--- config.mk ---
export PLATFORM = sky130hd
export DESIGN_NAME = ripple_borrow_subtractor
export DESIGN_NICKNAME = d
export VERILOG_FILES = /design/src/rtl/ripple_borrow_subtractor.sv
export SDC_FILE = /design/constraint.sdc
export NUM_CORES = 1
export LEC_CHECK = 0
export ABC_CLOCK_PERIOD_IN_PS = 5700
export BUFFER_PORTS_ARGS = -buffer_cell sky130_fd_sc_hd__buf_2
export CORE_AREA = 2 2 39 41
export DETAILED_ROUTE_END_ITERATION = 12
export DIE_AREA = 0 0 41 43
export GPL_ROUTABILITY_DRIVEN = 0
export PLACE_DENSITY = 0.48
export SLEW_MARGIN = 20
export SYNTH_ARGS = -nofsm -noshare
export SYNTH_HDL_FRONTEND = slang
export SYNTH_SLANG_ARGS = --single-unit
--- constraint.sdc ---
create_clock -name clk -period 5.7 [get_ports clk]
set_input_delay 1.14 -clock clk [delete_from_list [all_inputs] [get_ports clk]]
set_output_delay 1.14 -clock clk [all_outputs]
set_load 0.01 [all_outputs]
--- src/rtl/ripple_borrow_subtractor.sv ---
// Registered unsigned ripple-borrow subtractor: diff = a - b - borrow_in (mod 2^WIDTH).
// Define SUB_SATURATE_EN to clamp borrowing results to zero instead of wrapping.
module ripple_borrow_subtractor #(
    parameter int WIDTH = 4
) (
    input  logic             clk,
    input  logic             rst,
    input  logic             in_valid,
    input  logic [WIDTH-1:0] a,
    input  logic [WIDTH-1:0] b,
    input  logic             borrow_in,
    output logic             out_valid,
    output logic [WIDTH-1:0] diff,
    output logic             borrow_out,
    output logic             zero
);

    // Handshake: no backpressure. An operand set is taken at every rising edge
    // where in_valid is high; out_valid is high for exactly the cycle after it.
    logic [WIDTH:0]   w_br;
    logic [WIDTH-1:0] w_d;
    logic [WIDTH-1:0] w_diff_next;
    logic             w_zero_next;

    logic             r_out_valid;
    logic [WIDTH-1:0] r_diff;
    logic             r_borrow_out;
    logic             r_zero;

    assign w_br[0] = borrow_in;

    for (genvar i = 0; i < WIDTH; i++) begin : g_cell
        assign w_d[i]    = a[i] ^ b[i] ^ w_br[i];
        assign w_br[i+1] = (~a[i] & b[i]) | (~(a[i] ^ b[i]) & w_br[i]);
    end

`ifdef SUB_SATURATE_EN
    assign w_diff_next = w_br[WIDTH] ? '0 : w_d;
`else
    assign w_diff_next = w_d;
`endif

    assign w_zero_next = ~|w_diff_next;

    // Result registers load only on valid input, so idle X operands never reach them.
    always_ff @(posedge clk) begin
        if (rst) begin
            r_out_valid  <= 1'b0;
            r_diff       <= '0;
            r_borrow_out <= 1'b0;
            r_zero       <= 1'b0;
        end else begin
            r_out_valid <= in_valid;
            if (in_valid) begin
                r_diff       <= w_diff_next;
                r_borrow_out <= w_br[WIDTH];
                r_zero       <= w_zero_next;
            end
        end
    end

    assign out_valid  = r_out_valid;
    assign diff       = r_diff;
    assign borrow_out = r_borrow_out;
    assign zero       = r_zero;

endmodule

# Word-level counts from Yosys, hierarchy flattened
# Index checks and enable logic that the tools add are counted.
# op_classes
n_bitwise	28
n_reduce_logical	2
# op_table
operator	count
1-bit AND	8
1-bit NOT	8
1-bit bitwise XOR	8
1-bit bitwise OR	4
4-bit OR reduction	1
1-bit logical NOT	1
# totals
ff_bits	7
inputBits	12
elab_cells	34
output_inout_bits	7

# Depth between registers and ports, before layout
# depth
word_depth	11
depth_mapped	8
ltp_nobuf	8

# Least setup slack after synthesis
# No wires, ideal clock.
# synth_path
path_type	input port to flip-flop
from	input a[0]
to	register r_zero, in the netlist zero
t_arrival_ps	3082
setup_slack_ps	2559
stages	8
required_time_ps	5641
n_path_buf	0
setup_ps	59
path_cell_list	inv_1 -> fa_1 -> fa_1 -> fa_1 -> inv_1 -> fa_1 -> nor2b_1 -> a41o_1
# synth_via
elab_chain_cells	11
elab_cells_between_ends	16
cone_classes	bitwise: 14; reduce/logical: 2
# synth_rtl
element	line	text
start: declaration	9	input logic [WIDTH-1:0] a,
1-bit bitwise XOR	34	assign w_br[i+1] = (~a[i] & b[i]) | (~(a[i] ^ b[i]) & w_br[i]);
1-bit NOT	34	
1-bit AND	34	
1-bit bitwise OR *	34	
1-bit AND *	34	
1-bit bitwise OR *	34	
1-bit AND *	34	
1-bit bitwise OR *	34	
1-bit bitwise XOR *	33	assign w_d[i] = a[i] ^ b[i] ^ w_br[i];
via w_d[3]	21	logic [WIDTH-1:0] w_d;
4-bit OR reduction *	43	assign w_zero_next = ~|w_diff_next;
1-bit logical NOT *	43	
end signal: assignment	57	r_zero <= w_zero_next;
end: declaration	28	logic r_zero;
# The timed path passes the listed nets; every way through them passes the cells marked *.
# A chain may end at the register's enable or synchronous reset.

# Worst setup path after layout
# Ends and elaborated chain as after synthesis.

==> qor.csv <==
metric,value,unit
status,finished clean,
synth_edf_count,0,
routedWlPerCell,8.90,um
clock_sinks,7,
design.die.area,0.00176,mm^2
start_kind,primary input,
worst_pin_slew,182,ps
place_hpwl,519,um
numCtsBuffers,3,
grt_pass1_wl,945,um
ys.flop_type,dfxtp_1,
drv_cap,0,
skew,0,ps
antenna_left,0,
dr.pass1.iters,4,
synth_area,342,um^2
reg2reg_depth,2,
hold_violations,0,
worstPathMaxFanout,2,
power_frac_clock,34.8,%
synth_seq_cells,7,
p_sw_share,25.3,%
vias,273,
postSynthAreaPerCell,11.0,um^2
die_h,43,um
finalSetupViolCount,0,
area_delta_synth_final,36.6,%
wl,605,um
clockBufferDepth,2,
grt_max_degree,12,
drc_errors,0,
placed_cell_area,440,um^2
crit_type,in -> reg,
start_util,24.7,%
synth_area_leader_cell,dfxtp_1,
rows,14,
seqPwrFrac,44.4,%
ir_drop,0.0000675,V
layout-drive-gt1-share,42.3,%
synth_cells,31,
synthMostInstantiatedCell,dfxtp_1,
fin_crit_sh,53.6,%
postCtsSetupBuffers,0,
grt_antenna_before_repair,0,
relSlewSlack,87.8,%
hp-class,reg -> reg,
pwr-share-comb,20.8,%
p_int,0.0922,mW
power_density,264,mW/mm^2
synthTopCellsByArea,"dfxtp_1 (41%), fa_1 (23%), a211oi_1 (8.8%)",
required,5890,ps
path_clk_slew,50,ps
hold_end,borrow_out,
clk_latency,240,ps
ys.warnings.count,0,
cp-end-kind,register,
rsz0062_at_grt,false,
fin_hold_ws,473,ps
via_per_inst,4.01,
grt_pass1_vias,247,
root_buffer,clkbuf_4,
track_usage,8.31,%
max_freq,327,MHz
r2r_setup_slack,4960,ps
timing.final.crit_period,3050,ps
yosysSeqAreaShare,41.0,%
die_width,41,um
grt_overflow,0,
crit_arrival,3240,ps
cts_tree,yes,
rr_startpoint,zero,
drt-initial-drc-count,3,
hp-start,borrow_out,
fin_nets,69,
port_buffers,18,
io_pins,19,
stdcell_area,467,um^2
power.switching,0.0312,mW
synth_top_area_share,41.0,%
r2r_end,zero,
async_reset_ff_share,0,%
whs_path_depth,2,
synth_cell_type_count,11,
ctsResizeCount,0,
synthTopCellsByCount,"dfxtp_1 (7), inv_1 (5), nor2_1 (5), a211oi_1 (4), fa_1 (4)",
core_area,0.00138,mm^2
h-tree-depth,1,
cts_hold_buf,0,
n_antenna_cell,0,
leakage,0.243,nW
synthesis.nets,47,
drv_slew,0,
setup_tns,0,ps
[power groups by stage]
| stage | logic, mW | registers [mW] | clock network [mW] |
|---|---|---|---|
| 2_1_floorplan | 0.0133 | 0.0577 | 0 |
| 3_3_place_gp | 0.0260 | 0.0557 | 0 |
| 3_5_place_dp | 0.0262 | 0.0558 | 0 |
| 4_1_cts | 0.0262 | 0.0548 | 0.0450 |
| 5_1_grt | 0.0290 | 0.0551 | 0.0472 |
| 6_report | 0.0256 | 0.0548 | 0.0430 |
[critical path, cell delays in order]
cell	delay (ps)
buf_2	70
inv_1	40
fa_1	430
fa_1	400
fa_1	360
inv_1	70
fa_1	420
nor2b_1	130
a41o_1	170
[metal layers]
layer  GRT usage (%)  wire length [um]  vias to the layer above
met1            10.6               245                      117
met3            3.14                50                        2
li1                -                 -                      142
met4            8.00                17                        0
met5               0                 0                        -
met2            10.0               293                       12
[kinds of logic (layout without fill, tap and decap cells)]
family                   count (synthesis)  count (layout)  synth area share (%)
AO/OA/AOI/OAI                            5               5                  11.7
flip-flops                               7               7                  41.0
multiplexers                             1               1                  2.93
AND/OR/NAND/NOR                          8               8                  12.1
buffers and inverters                    6              27                  8.79
adder cells (fa/ha/maj)                  4               4                  23.4
[per-stage QoR]
stage | instances | util (%) | power (mW) | worst slack [ps]
2_1_floorplan | 31 | - | 0.0710 | 2560
3_3_place_gp | 64 | 31.8 | 0.0817 | 2400
3_5_place_dp | 64 | 31.8 | 0.0820 | 2380
4_1_cts | 68 | 33.7 | 0.126 | 2640
5_1_grt | 68 | 33.7 | 0.131 | 2550
6_report | 68 | 33.7 | 0.123 | 2650
[worst max path at each step]
stage | slack (ps) | to | startpoint | cells after the start
2_1_floorplan | 2560 | zero | a[0] | 8
3_3_place_gp | 2400 | zero | a[0] | 9
3_5_place_dp | 2380 | zero | a[0] | 9
4_1_cts | 2640 | zero | a[0] | 9
5_1_grt | 2550 | zero | a[0] | 9
6_report | 2650 | zero | a[0] | 9
[cell usage in the layout, fill, tap and decap left out]
master and instances:
a41o_1 1, nor2b_2 1, nor2_1 5, clkbuf_1 1, inv_1 5, mux2i_1 1
fa_1 4, nor2b_1 1, dfxtp_1 7, nor3b_1 1, a211oi_1 4, buf_2 18
clkbuf_4 3
[flip-flops by register name (all words and copies together) (netlist names)]
| signal | count |
|---|---|
| borrow_out | 1 |
| out_valid | 1 |
| zero | 1 |
| diff | 4 |
[cell type report]
cell class	instances	area [um^2]
Fill cell	152	917
Multi-Input combinational cell	18	171
Sequential cell	7	140
Timing Repair Buffer	18	90.1
Clock buffer	4	26.3
Tap cell	16	20.0
Inverter	5	18.8
No activity file was read; power rests on OpenSTA's default activity.
